`src/rtl/stream_minmax_pkg.sv`:
```
// stream_minmax_pkg
//   Shared types and helpers for the stream_minmax frame min/max tracker.
//   - state_t     : frame FSM states (IDLE, ACC, DONE)
//   - WIDTH_DEF   : default sample width
//   - CNT_W_DEF   : default element-counter width
//   - sat_inc()   : increment that sticks at a caller-supplied ceiling
package stream_minmax_pkg;

  localparam int WIDTH_DEF = 8;
  localparam int CNT_W_DEF = 8;

  typedef enum logic [1:0] {
    IDLE = 2'd0,
    ACC  = 2'd1,
    DONE = 2'd2
  } state_t;

  // Operands are carried at 32 bits so one function serves any counter
  // width up to 31; callers cast the result back to their own width.
  function automatic logic [31:0] sat_inc(input logic [31:0] val,
                                          input logic [31:0] ceil);
    if (val >= ceil) begin
      return ceil;
    end
    return val + 32'd1;
  endfunction

endpackage

```
`src/rtl/stream_minmax_cmp_upd.sv`:
```
// cmp_upd
//   Combinational compare/update stage for the running min/max.
//   Ports:
//     sample   in  WIDTH  incoming sample
//     cur_min  in  WIDTH  current running minimum
//     cur_max  in  WIDTH  current running maximum
//     nxt_min  out WIDTH  minimum after taking sample into account
//     nxt_max  out WIDTH  maximum after taking sample into account
//     min_upd  out 1      sample is strictly below cur_min
//     max_upd  out 1      sample is strictly above cur_max
//   Strict compares keep the first occurrence when values repeat.
module cmp_upd
  import stream_minmax_pkg::*;
#(
  parameter int WIDTH = WIDTH_DEF
) (
  input  logic [WIDTH-1:0] sample,
  input  logic [WIDTH-1:0] cur_min,
  input  logic [WIDTH-1:0] cur_max,
  output logic [WIDTH-1:0] nxt_min,
  output logic [WIDTH-1:0] nxt_max,
  output logic             min_upd,
  output logic             max_upd
);

  always_comb begin
    min_upd = (sample < cur_min);
    max_upd = (sample > cur_max);
    nxt_min = min_upd ? sample : cur_min;
    nxt_max = max_upd ? sample : cur_max;
  end

endmodule

```
`src/rtl/stream_minmax.sv`:
```
// stream_minmax
//   Tracks minimum, maximum and element count of each in_last-framed
//   frame of unsigned samples and presents the result on a held
//   valid/ready port.
//   Ports:
//     clk        in  1      system clock, rising edge
//     rst        in  1      synchronous active-high reset
//     in_valid   in  1      input sample valid
//     in_ready   out 1      block can accept a sample (low while DONE)
//     in_data    in  WIDTH  unsigned sample
//     in_last    in  1      sample closes the frame
//     out_valid  out 1      frame result valid
//     out_ready  in  1      consumer accepts result
//     out_min    out WIDTH  frame minimum
//     out_max    out WIDTH  frame maximum
//     out_count  out CNT_W  element count, saturating at all-ones
//   Optional (STREAM_MINMAX_INDEX_EN defined):
//     out_min_idx out CNT_W  0-based position of first minimum
//     out_max_idx out CNT_W  0-based position of first maximum
//
//   state | meaning
//   ------+------------------------------------------------------------
//   IDLE  | waiting for first beat of a frame; accumulators show old data
//   ACC   | frame open, folding each accepted beat into min/max/count
//   DONE  | result held on out_*; input stalled until out_ready
module stream_minmax
  import stream_minmax_pkg::*;
#(
  parameter int WIDTH = WIDTH_DEF,
  parameter int CNT_W = CNT_W_DEF
) (
  input  logic             clk,
  input  logic             rst,
  input  logic             in_valid,
  output logic             in_ready,
  input  logic [WIDTH-1:0] in_data,
  input  logic             in_last,
  output logic             out_valid,
  input  logic             out_ready,
  output logic [WIDTH-1:0] out_min,
  output logic [WIDTH-1:0] out_max,
`ifdef STREAM_MINMAX_INDEX_EN
  output logic [CNT_W-1:0] out_min_idx,
  output logic [CNT_W-1:0] out_max_idx,
`endif
  output logic [CNT_W-1:0] out_count
);

  localparam logic [CNT_W-1:0] CNT_MAX = '1;

  state_t state;
  state_t state_nxt;

  logic             beat;
  logic [WIDTH-1:0] nxt_min;
  logic [WIDTH-1:0] nxt_max;
  logic             min_upd;
  logic             max_upd;
  logic [CNT_W-1:0] cnt_inc;

  assign in_ready  = (state != DONE);
  assign out_valid = (state == DONE);
  assign beat      = in_valid && in_ready;

  assign cnt_inc = CNT_W'(sat_inc(32'(out_count), 32'(CNT_MAX)));

  cmp_upd #(
    .WIDTH(WIDTH)
  ) u_cmp_upd (
    .sample  (in_data),
    .cur_min (out_min),
    .cur_max (out_max),
    .nxt_min (nxt_min),
    .nxt_max (nxt_max),
    .min_upd (min_upd),
    .max_upd (max_upd)
  );

  always_ff @(posedge clk) begin
    if (rst) begin
      state <= IDLE;
    end else begin
      state <= state_nxt;
    end
  end

  always_comb begin
    state_nxt = state;
    unique case (state)
      IDLE: begin
        if (beat) begin
          state_nxt = in_last ? DONE : ACC;
        end
      end
      ACC: begin
        if (beat && in_last) begin
          state_nxt = DONE;
        end
      end
      DONE: begin
        if (out_ready) begin
          state_nxt = IDLE;
        end
      end
      default: begin
        state_nxt = IDLE;
      end
    endcase
  end

  // Accumulators only move on an accepted beat, and beats are never
  // accepted in DONE, so the result is naturally frozen while held.
  always_ff @(posedge clk) begin
    if (rst) begin
      out_min   <= '0;
      out_max   <= '0;
      out_count <= '0;
    end else if (beat) begin
      if (state == IDLE) begin
        out_min   <= in_data;
        out_max   <= in_data;
        out_count <= CNT_W'(1);
      end else begin
        if (min_upd) begin
          out_min <= nxt_min;
        end
        if (max_upd) begin
          out_max <= nxt_max;
        end
        out_count <= cnt_inc;
      end
    end
  end

`ifdef STREAM_MINMAX_INDEX_EN
  // The position of the current beat equals the number of beats already
  // taken, so out_count doubles as the index source and saturates with it.
  always_ff @(posedge clk) begin
    if (rst) begin
      out_min_idx <= '0;
      out_max_idx <= '0;
    end else if (beat) begin
      if (state == IDLE) begin
        out_min_idx <= '0;
        out_max_idx <= '0;
      end else begin
        if (min_upd) begin
          out_min_idx <= out_count;
        end
        if (max_upd) begin
          out_max_idx <= out_count;
        end
      end
    end
  end
`endif

endmodule

```
`config.mk`:
```
export PLATFORM = sky130hd
export DESIGN_NAME = stream_minmax
export DESIGN_NICKNAME = d
export VERILOG_FILES = /design/src/rtl/stream_minmax_pkg.sv /design/src/rtl/stream_minmax_cmp_upd.sv /design/src/rtl/stream_minmax.sv
export SDC_FILE = /design/constraint.sdc
export NUM_CORES = 1
export LEC_CHECK = 0
export CAP_MARGIN = 20
export CORE_ASPECT_RATIO = 1.4
export CORE_MARGIN = 2
export CORE_UTILIZATION = 54
export CTS_CLUSTER_SIZE = 30
export DETAILED_ROUTE_END_ITERATION = 10
export DONT_BUFFER_PORTS = 1
export GPL_ROUTABILITY_DRIVEN = 0
export GPL_TIMING_DRIVEN = 0
export HOLD_SLACK_MARGIN = 0.05
export PLACE_DENSITY = 0.73
export REMOVE_ABC_BUFFERS = 1
export SLEW_MARGIN = 20
export SYNTH_ARGS = -nofsm -noshare
export SYNTH_HDL_FRONTEND = slang
export SYNTH_SLANG_ARGS = --single-unit
```
`constraint.sdc`:
```
create_clock -name clk -period 1.82 [get_ports clk]
set_input_delay 0.364 -clock clk [delete_from_list [all_inputs] [get_ports clk]]
set_output_delay 0.364 -clock clk [all_outputs]
set_load 0.03 [all_outputs]
```
==> flow_summary_export.csv, run 1 <==
group,metric,value,unit
logic_synthesis,yosysSeqAreaShare,0.325,
sta,min_period,1.85,ns
floorplanning,die_x,50.0,µm
setup_path,r2r_start,"out_min[6]$_SDFFE_PP0P_",
sta,finalSetupTns,-0.124,ns
cts,cts_buffer_depth,2,
floorplanning,io-pin-count,39,
setup_path,cp-startpoint,"out_min[6]$_SDFFE_PP0P_",
sta,hold_viol_final,0,
layout,fin_cells,215,
cts,clkTransAtPathRegs,0.09,ns
floorplanning,die-height,68.4,µm
route,vias,1269,
floorplanning,start_util,0.562,
place,dp.final_hpwl,2560,µm
sta,period_share,1.01,
logic_synthesis,synth_top_area_share,0.325,
setup_path,required,2.02,ns
setup_path,cp-start-kind,"flop",
global_routing,grt_use_total,0.216,
route,drtIter0Drc,25,
route,ant_nets,0,
cts,numCtsBuffers,3,
sta,rsz0062_at_grt,"true",
cts,cts_hold_buf,0,
sta,fmaxAchievable,541,MHz
power,ir_worst_vdd,0.000582,V
layout,fill_cells,229,
flow_run,max_cap_viol_count,0,
layout,most-common-layout-cells,"15 x mux2i_1, 13 x nand2b_1, 13 x dfxtp_1, 12 x inv_1, 10 x nor2_1",
floorplanning,die_area,0.00342,mm²
logic_synthesis,syn_area,0.00160,mm²
route,wl_per_cell,16.9,µm
layout,diodes,0,
cts,cts_sinks,26,
logic_synthesis,yosys_warnings,0,
setup_path,r2r_setup_slack,-0.03,ns
setup_path,crit_fanout,8,
global_routing,grt_start_max_net_pins,35,
cts,cts-root-buf,"clkbuf_8",
logic_synthesis,synth_area_per_cell,9.10,µm²
sta,whs,0.146,ns
layout,utilization,0.664,
place,dp_cells,207,
global_routing,antenna_found_initial,0,
setup_path,endpoint_kind,"flop",
setup_path,critPathKind,"flop to flop",
cts,clk_latency,0.27,ns
global_routing,grt_pass1_wl,5650,µm
route,drc,0,
sta,fin_ws,-0.0269,ns
layout,final-seq-area,557,µm²
setup_path,crit_path_end,"out_min[1]$_SDFFE_PP0P_",
route,viasPerCell,5.90,
outcome,outcome,"complete, but fails checks",
setup_path,worst-r2r-cell-count,7,
setup_path,arrival,2.04,ns
outcome,violations,"setup timing",
hold_path,hold_class,"input pin to flop",
logic_synthesis,synth-seq-cells,26,
global_routing,grt_pass1_vias,1295,
global_routing,overflow,0,
route,first_pass_iters,4,
setup_path,timing.rr.end,"out_min[1]$_SDFFE_PP0P_",
floorplanning,core.rowCount,23,
logic_synthesis,synth-edff-count,0,
route,finalWirelength,3640,µm
layout,multi_input_area,0.00111,mm²
layout,drive_above_1_share,0.320,
logic_synthesis,yosys-top-cells-area,"dfxtp_1 33%, ha_1 13%, mux2i_1 10%, nand2b_1 5.1%, or2b_2 4.9%",
power,power_density,725,mW/mm²
cts,htreeDepth,1,
logic_synthesis,synthFlopType,"dfxtp_1",
logic_synthesis,syn_inst,176,
cts,cts_tree,"built",
place,port_buffers,0,
layout,nets,208,
logic_synthesis,yosysTopAreaCell,"dfxtp_1",
layout,area_growth,18.1,%
sta,setup_violations,8,
logic_synthesis,yosys.cell_types.count,38,
sta,skew,0.00268,ns
sta,slew_violations,0,
layout,final_common_cell,"mux2i_1",
power,leakage,0.706,nW
logic_synthesis,ys_async_sr_fraction,0,
floorplanning,coreArea,0.00285,mm²
sta,worst_pin_slew,0.476,ns
sta,slew_headroom,0.683,
## state kept, by name, indices dropped and copies added, names as in the netlist
signal and cells:
out_count 8, out_max 8, out_min 8, state 2
## worst min-delay path by stage
stage | from | to | cells past startpoint
finish | rst | out_count[1]$_SDFFE_PP0P_ | 1
global route | rst | out_count[1]$_SDFFE_PP0P_ | 1
CTS | rst | out_count[3]$_SDFFE_PP0P_ | 1
detailed placement | rst | out_count[2]$_SDFFE_PP0P_ | 1
global placement | rst | out_count[1]$_SDFFE_PP0P_ | 1
floorplan | rst | out_count[1]$_SDFFE_PP0P_ | 1
## critical path, stage by stage (launching register included)
cell	delay, ns
dfxtp_4	0.42
inv_2	0.06
ha_4	0.21
and3_4	0.16
a221o_1	0.32
a21oi_2	0.14
o21a_4	0.25
mux2i_1	0.21
## metal layers
| layer | share of wire | vias up | GRT usage |
|---|---|---|---|
| li1 | - | 620 | - |
| met1 | 0.37 | 608 | 0.215 |
| met2 | 0.57 | 35 | 0.426 |
| met3 | 0.045 | 6 | 0.0393 |
| met4 | 0.019 | 0 | 0.104 |
| met5 | 0 | - | 0 |
## cells by family (layout without fill, tap and decap cells)
kind of cell	after synthesis	count (layout)	synth area share
DFF	26	26	0.325
AOI/OAI and AO/OA	38	38	0.168
and+or+nand+nor	55	55	0.213
muxes	16	16	0.100
adders and majority gates	16	16	0.125
buffers and inverters	25	27	0.0687
## cells in the mapped netlist, drive strengths merged, types with 2 or more instances
cell type / count
a21o: 2
buf: 2
nor2: 10
a211oi: 4
dfxtp: 26
inv: 19
clkbuf: 4
mux2i: 16
nand2b: 14
o2111ai: 2
o21a: 3
and2: 2
ha: 16
or2b: 12
nor3: 4
nand4: 2
nand2: 5
o21ai: 9
nand3: 3
a21oi: 9
a31oi: 2
## report_power, final
part	internal (mW)	switching [mW]
Combinational	0.156	0.137
Clock	0.194	0.183
Sequential	0.604	0.0991
## repair_timing
| action | 4_1_cts | 5_1_grt |
|---|---|---|
| resized for setup | 38 | 12 |
| setup buffers | 3 | 1 |
| pin swaps | 9 | 4 |
| endpoints found under the setup margin | 16 | 21 |
## stage by stage
stage | power, mW | worst slack, ns | area (µm²)
5_1_grt | 1.44 | -0.111 | 1890
6_report | 1.37 | -0.0269 | 1890
3_3_place_gp | 0.913 | -0.551 | 1610
2_1_floorplan | 0.874 | -0.301 | 1560
3_5_place_dp | 0.924 | -0.574 | 1610
4_1_cts | 1.35 | -0.0256 | 1840
## final cells by class
class	instances	area share
Timing Repair Buffer	4	0.0245
Tap cell	37	0.0245
Multi-Input combinational cell	125	0.587
Sequential cell	26	0.294
Inverter	19	0.0403
Clock buffer	4	0.0291
Power figures use the tool's default switching activity.
==> inputs of run 2 (changes only) <==
- ABC_CLOCK_PERIOD_IN_PS: default -> 1820
- SETUP_SLACK_MARGIN: default -> 0.15
==> flow_summary_export.csv, run 2 (same netlist as run 1, synthesis figures left out) <==
group,metric,value,unit
route,ant_nets,0,
setup_path,arrival,2.04,ns
global_routing,grt_start_max_net_pins,35,
setup_path,r2r_start,"out_min[6]$_SDFFE_PP0P_",
sta,min_period,1.84,ns
route,viasPerCell,5.95,
floorplanning,die_area,0.00342,mm²
hold_path,holdCritStartpoint,"rst",
cts,cts_sinks,26,
floorplanning,io-pin-count,39,
sta,rsz0062_at_grt,"true",
cts,clk_latency,0.27,ns
cts,numCtsBuffers,3,
flow_run,max_cap_viol_count,0,
cts,htreeDepth,1,
sta,skew,0.00245,ns
layout,area_growth,18.9,%
power,ir_worst_vdd,0.000577,V
sta,period_share,1.01,
global_routing,grt_pass1_vias,1337,
sta,fin_ws,-0.0233,ns
route,finalWirelength,3590,µm
setup_path,cp-startpoint,"out_min[6]$_SDFFE_PP0P_",
place,dp_cells,207,
sta,slew_headroom,0.686,
floorplanning,coreArea,0.00285,mm²
floorplanning,core.rowCount,23,
setup_path,required,2.02,ns
global_routing,grt_use_total,0.224,
layout,final_common_cell,"mux2i_1",
floorplanning,start_util,0.562,
place,port_buffers,0,
layout,most-common-layout-cells,"15 x mux2i_1, 13 x inv_1, 13 x nand2b_1, 10 x nor2_1, 10 x dfxtp_2",
hold_path,hold_class,"input pin to flop",
layout,fill_cells,221,
setup_path,crit_fanout,8,
sta,worst_pin_slew,0.470,ns
cts,cts_buffer_depth,2,
global_routing,overflow,0,
sta,setup_violations,7,
sta,hold_viol_final,0,
global_routing,antenna_found_initial,0,
power,leakage,0.710,nW
global_routing,grt_pass1_wl,5870,µm
power,total_power,1.37,mW
setup_path,cp-start-kind,"flop",
cts,cts_tree,"built",
cts,cts-root-buf,"clkbuf_8",
power,power_density,719,mW/mm²
outcome,outcome,"complete, but fails checks",
outcome,violations,"setup timing",
cts,cts_hold_buf,0,
route,wl_per_cell,16.7,µm
layout,nets,208,
route,drtIter0Drc,29,
floorplanning,die_x,50.0,µm
layout,reg_top3,"out_count: 8 flops, out_max: 8 flops, out_min: 8 flops",
route,first_pass_iters,4,
route,vias,1280,
setup_path,endpoint_kind,"flop",
sta,fmaxAchievable,543,MHz
floorplanning,die-height,68.4,µm
layout,drive_above_1_share,0.348,
route,drc,0,
cts,clkTransAtPathRegs,0.09,ns
sta,slew_violations,0,
layout,fin_cells,215,
place,dp.final_hpwl,2560,µm
setup_path,critPathKind,"flop to flop",
layout,diodes,0,
-- run 2: cell counts in the layout (fill, tap and decap cells not counted) --
Identical to the previous run, type by type.
-- run 2: final timing paths --
path | to | slack [ns] | cells after the start
hold / removal | out_count[1]$_SDFFE_PP0P_ | 0.14 | 1
setup / recovery | out_min[1]$_SDFFE_PP0P_ | -0.02 | 7
hold reg to reg | state[0]$_SDFFE_PP0P_ | 0.52 | 1
setup reg to reg | out_min[1]$_SDFFE_PP0P_ | -0.02 | 7
-- run 2: routing by layer --
layer	part of all wire	vias to the layer above	global-route usage
met5	0	-	0
met4	0.024	0	0.108
met3	0.052	8	0.0415
met2	0.57	37	0.441
met1	0.36	614	0.222
li1	-	621	-
-- run 2: area by class of cell --
| type | count | area [µm²] | share of cell area |
|---|---|---|---|
| Inverter | 19 | 78.8 | 0.0414 |
| Multi-Input combinational cell | 125 | 1110 | 0.583 |
| Clock buffer | 4 | 55.1 | 0.0289 |
| Tap cell | 37 | 46.3 | 0.0243 |
| Timing Repair Buffer | 4 | 46.3 | 0.0243 |
| Sequential cell | 26 | 567 | 0.298 |
-- run 2: repair_timing --
item / in CTS / in global routing
endpoints found under the hold margin: 0 / 0
endpoints found under the setup margin: 22 / 23
pin swaps: 10 / 2
setup buffers: 3 / 1
gates resized for setup: 48 / 9
-- run 2: through the flow --
stage / setup TNS (ns) / instance area [µm²] / util / hold WS [ns] / setup slack, ns
6_report: -0.0841 / 1900 / 0.668 / 0.141 / -0.0233
5_1_grt: -1.13 / 1900 / 0.668 / 0.123 / -0.110
4_1_cts: -0.0508 / 1880 / 0.658 / 0.139 / -0.0243
3_5_place_dp: -7.26 / 1610 / 0.565 / 0.438 / -0.574
3_3_place_gp: -6.42 / 1610 / 0.565 / 0.437 / -0.551
2_1_floorplan: -2.95 / 1560 / - / 0.433 / -0.301
-- run 2: power breakdown --
part | internal [mW] | leakage, nW | switching [mW]
clock network | 0.193 | 0.0288 | 0.180
registers | 0.604 | 0.223 | 0.0992
logic | 0.157 | 0.458 | 0.136
total | 0.954 | 0.710 | 0.415
-- run 2: worst max-delay path, cell delays in order (launching register included) --
cell     delay, ns
dfxtp_4       0.42
inv_2         0.06
ha_4          0.21
and3_4        0.16
a221o_1       0.32
a21oi_2       0.14
o21a_4        0.24
mux2i_1       0.21
==> inputs of run 3 (changes only) <==
- PLACE_DENSITY: 0.73 -> 0.72
==> flow_summary_export.csv, run 3 (same netlist as run 1, synthesis figures left out) <==
group,metric,value,unit
floorplanning,die_area,0.00342,mm²
floorplanning,die-height,68.4,µm
route,first_pass_iters,4,
floorplanning,coreArea,0.00285,mm²
setup_path,path_cells,"inv_4 -> ha_4 -> and3_4 -> a221o_1 -> a21oi_2 -> o21a_4 -> mux2i_1",
global_routing,grt_start_max_net_pins,35,
setup_path,cp.depth,7,
setup_path,critPathKind,"flop to flop",
setup_path,cp-startpoint,"out_min[7]$_SDFFE_PP0P_",
power,seqPwrFrac,0.530,
sta,rsz0062_at_grt,"true",
layout,reg_top3,"out_count: 8 flops, out_max: 8 flops, out_min: 8 flops",
layout,final-seq-area,563,µm²
layout,fill_cells,237,
place,preCtsSetupSlack,-0.591,ns
cts,clkTransAtPathRegs,0.09,ns
outcome,outcome,"complete, but fails checks",
power,total_power,1.33,mW
global_routing,gr-usage-met2,0.447,
flow_run,max_cap_viol_count,0,
sta,worst_pin_slew,0.484,ns
layout,final_common_cell,"mux2i_1",
place,port_buffers,0,
setup_path,required,2.03,ns
sta,period_share,1.03,
cts,cts_buffer_depth,2,
hold_path,hold_class,"input pin to flop",
setup_path,cp_top_family,"compound AO/OA/AOI/OAI gates",
setup_path,timing.rr.end,"out_min[2]$_SDFFE_PP0P_",
sta,fmaxAchievable,534,MHz
layout,drive_above_1_share,0.345,
cts,cts_sinks,26,
global_routing,grt_use_met3,0.0480,
setup_path,cp_slowest_stage_delay,0.43,ns
global_routing,grt_pass1_wl,5930,µm
cts,htreeDepth,1,
cts,cts-root-buf,"clkbuf_8",
sta,fin_ws,-0.0517,ns
setup_path,critPathBufInv,1,
floorplanning,core.rowCount,23,
setup_path,crit_fanout,8,
sta,setup_violations,10,
setup_path,crit_path_end,"out_min[2]$_SDFFE_PP0P_",
floorplanning,die_x,50.0,µm
layout,area_growth,17.5,%
layout,most-common-layout-cells,"15 x mux2i_1, 13 x nand2b_1, 12 x inv_1, 10 x nor2_1, 10 x dfxtp_2",
route,vias,1287,
outcome,violations,"setup timing",
cts,numCtsBuffers,3,
power,clkPwrFrac,0.249,
sta,min_period,1.87,ns
global_routing,grt.met1_usage,0.224,
sta,hold_viol_final,0,
layout,diodes,0,
setup_path,cp_slowest_cell,"dfxtp_4",
power,power.internal,0.908,mW
route,drtIter0Drc,22,
setup_path,r2r_start,"out_min[7]$_SDFFE_PP0P_",
route,wl_per_cell,17.4,µm
setup_path,cp-start-kind,"flop",
global_routing,grt_use_total,0.231,
place,dp_cells,207,
power,p_comb_frac,0.221,
power,p_switching,0.419,mW
setup_path,arrival,2.08,ns
layout,fin_cells,214,
floorplanning,start_util,0.562,
setup_path,worst-r2r-cell-count,7,
global_routing,overflow,0,
layout,nets,208,
sta,skew,0.0101,ns
cts,cts_tree,"built",
power,leakage,0.703,nW
place,dp.final_hpwl,2500,µm
power,ir_worst_vdd,0.000490,V
route,viasPerCell,6.01,
cts,clk_latency,0.28,ns
setup_path,endpoint_kind,"flop",
power,switching_share,0.316,
floorplanning,io-pin-count,39,
route,drc,0,
layout,multi_input_area,0.00111,mm²
global_routing,grt.busiest_layer,"met2",
power,power_density,705,mW/mm²
sta,slew_violations,0,
sta,whs,0.145,ns
setup_path,r2r_setup_slack,-0.05,ns
cts,cts_hold_buf,0,
global_routing,grt_pass1_vias,1377,
global_routing,antenna_found_initial,0,
route,ant_nets,0,
sta,slew_headroom,0.677,
route,finalWirelength,3730,µm
-- run 3: power by group through the flow --
stage                     logic (mW)  registers (mW)  clock network [mW]
final                          0.293           0.704               0.330
after global routing           0.321           0.709               0.357
after CTS                      0.274           0.704               0.334
after detailed placement       0.213           0.711                   0
after global placement         0.204           0.709                   0
after floorplan                0.174           0.700                   0
-- run 3: through the flow --
stage                     setup TNS, ns  instance area, µm²   util
after floorplan                   -2.95                1560      -
after global placement            -6.44                1610  0.565
after detailed placement          -7.32                1610  0.565
after CTS                        -0.127                1860  0.652
after global routing              -1.18                1880  0.661
final                            -0.349                1880  0.661
-- run 3: what timing repair did --
action                     4_1_cts  5_1_grt
setup endpoints to repair       22       24
pin swaps                       11        0
buffers inserted                 3        1
resized for setup               51        6
-- run 3: worst min path at each step --
stage                     start                        end  slack, ns  cells after the start
final                       rst  out_count[1]$_SDFFE_PP0P_       0.14                      1
after global routing        rst  out_count[0]$_SDFFE_PP0P_       0.14                      1
after CTS                   rst  out_count[0]$_SDFFE_PP0P_       0.14                      1
after detailed placement    rst  out_count[5]$_SDFFE_PP0P_       0.44                      1
after global placement      rst  out_count[1]$_SDFFE_PP0P_       0.44                      1
after floorplan             rst  out_count[1]$_SDFFE_PP0P_       0.43                      1
-- run 3: routing by layer --
layer | wire [µm] | part of all wire
met4 | 124 | 0.033
met3 | 206 | 0.055
met2 | 2030 | 0.54
met5 | 0 | 0
met1 | 1370 | 0.37
-- run 3: final cells by class --
class	instances	share of cell area
clock buffers	3	0.0219
well taps	37	0.0246
inverters	19	0.0406
flip-flops and latches	26	0.299
repair buffers	4	0.0219
multi-input cells	125	0.592
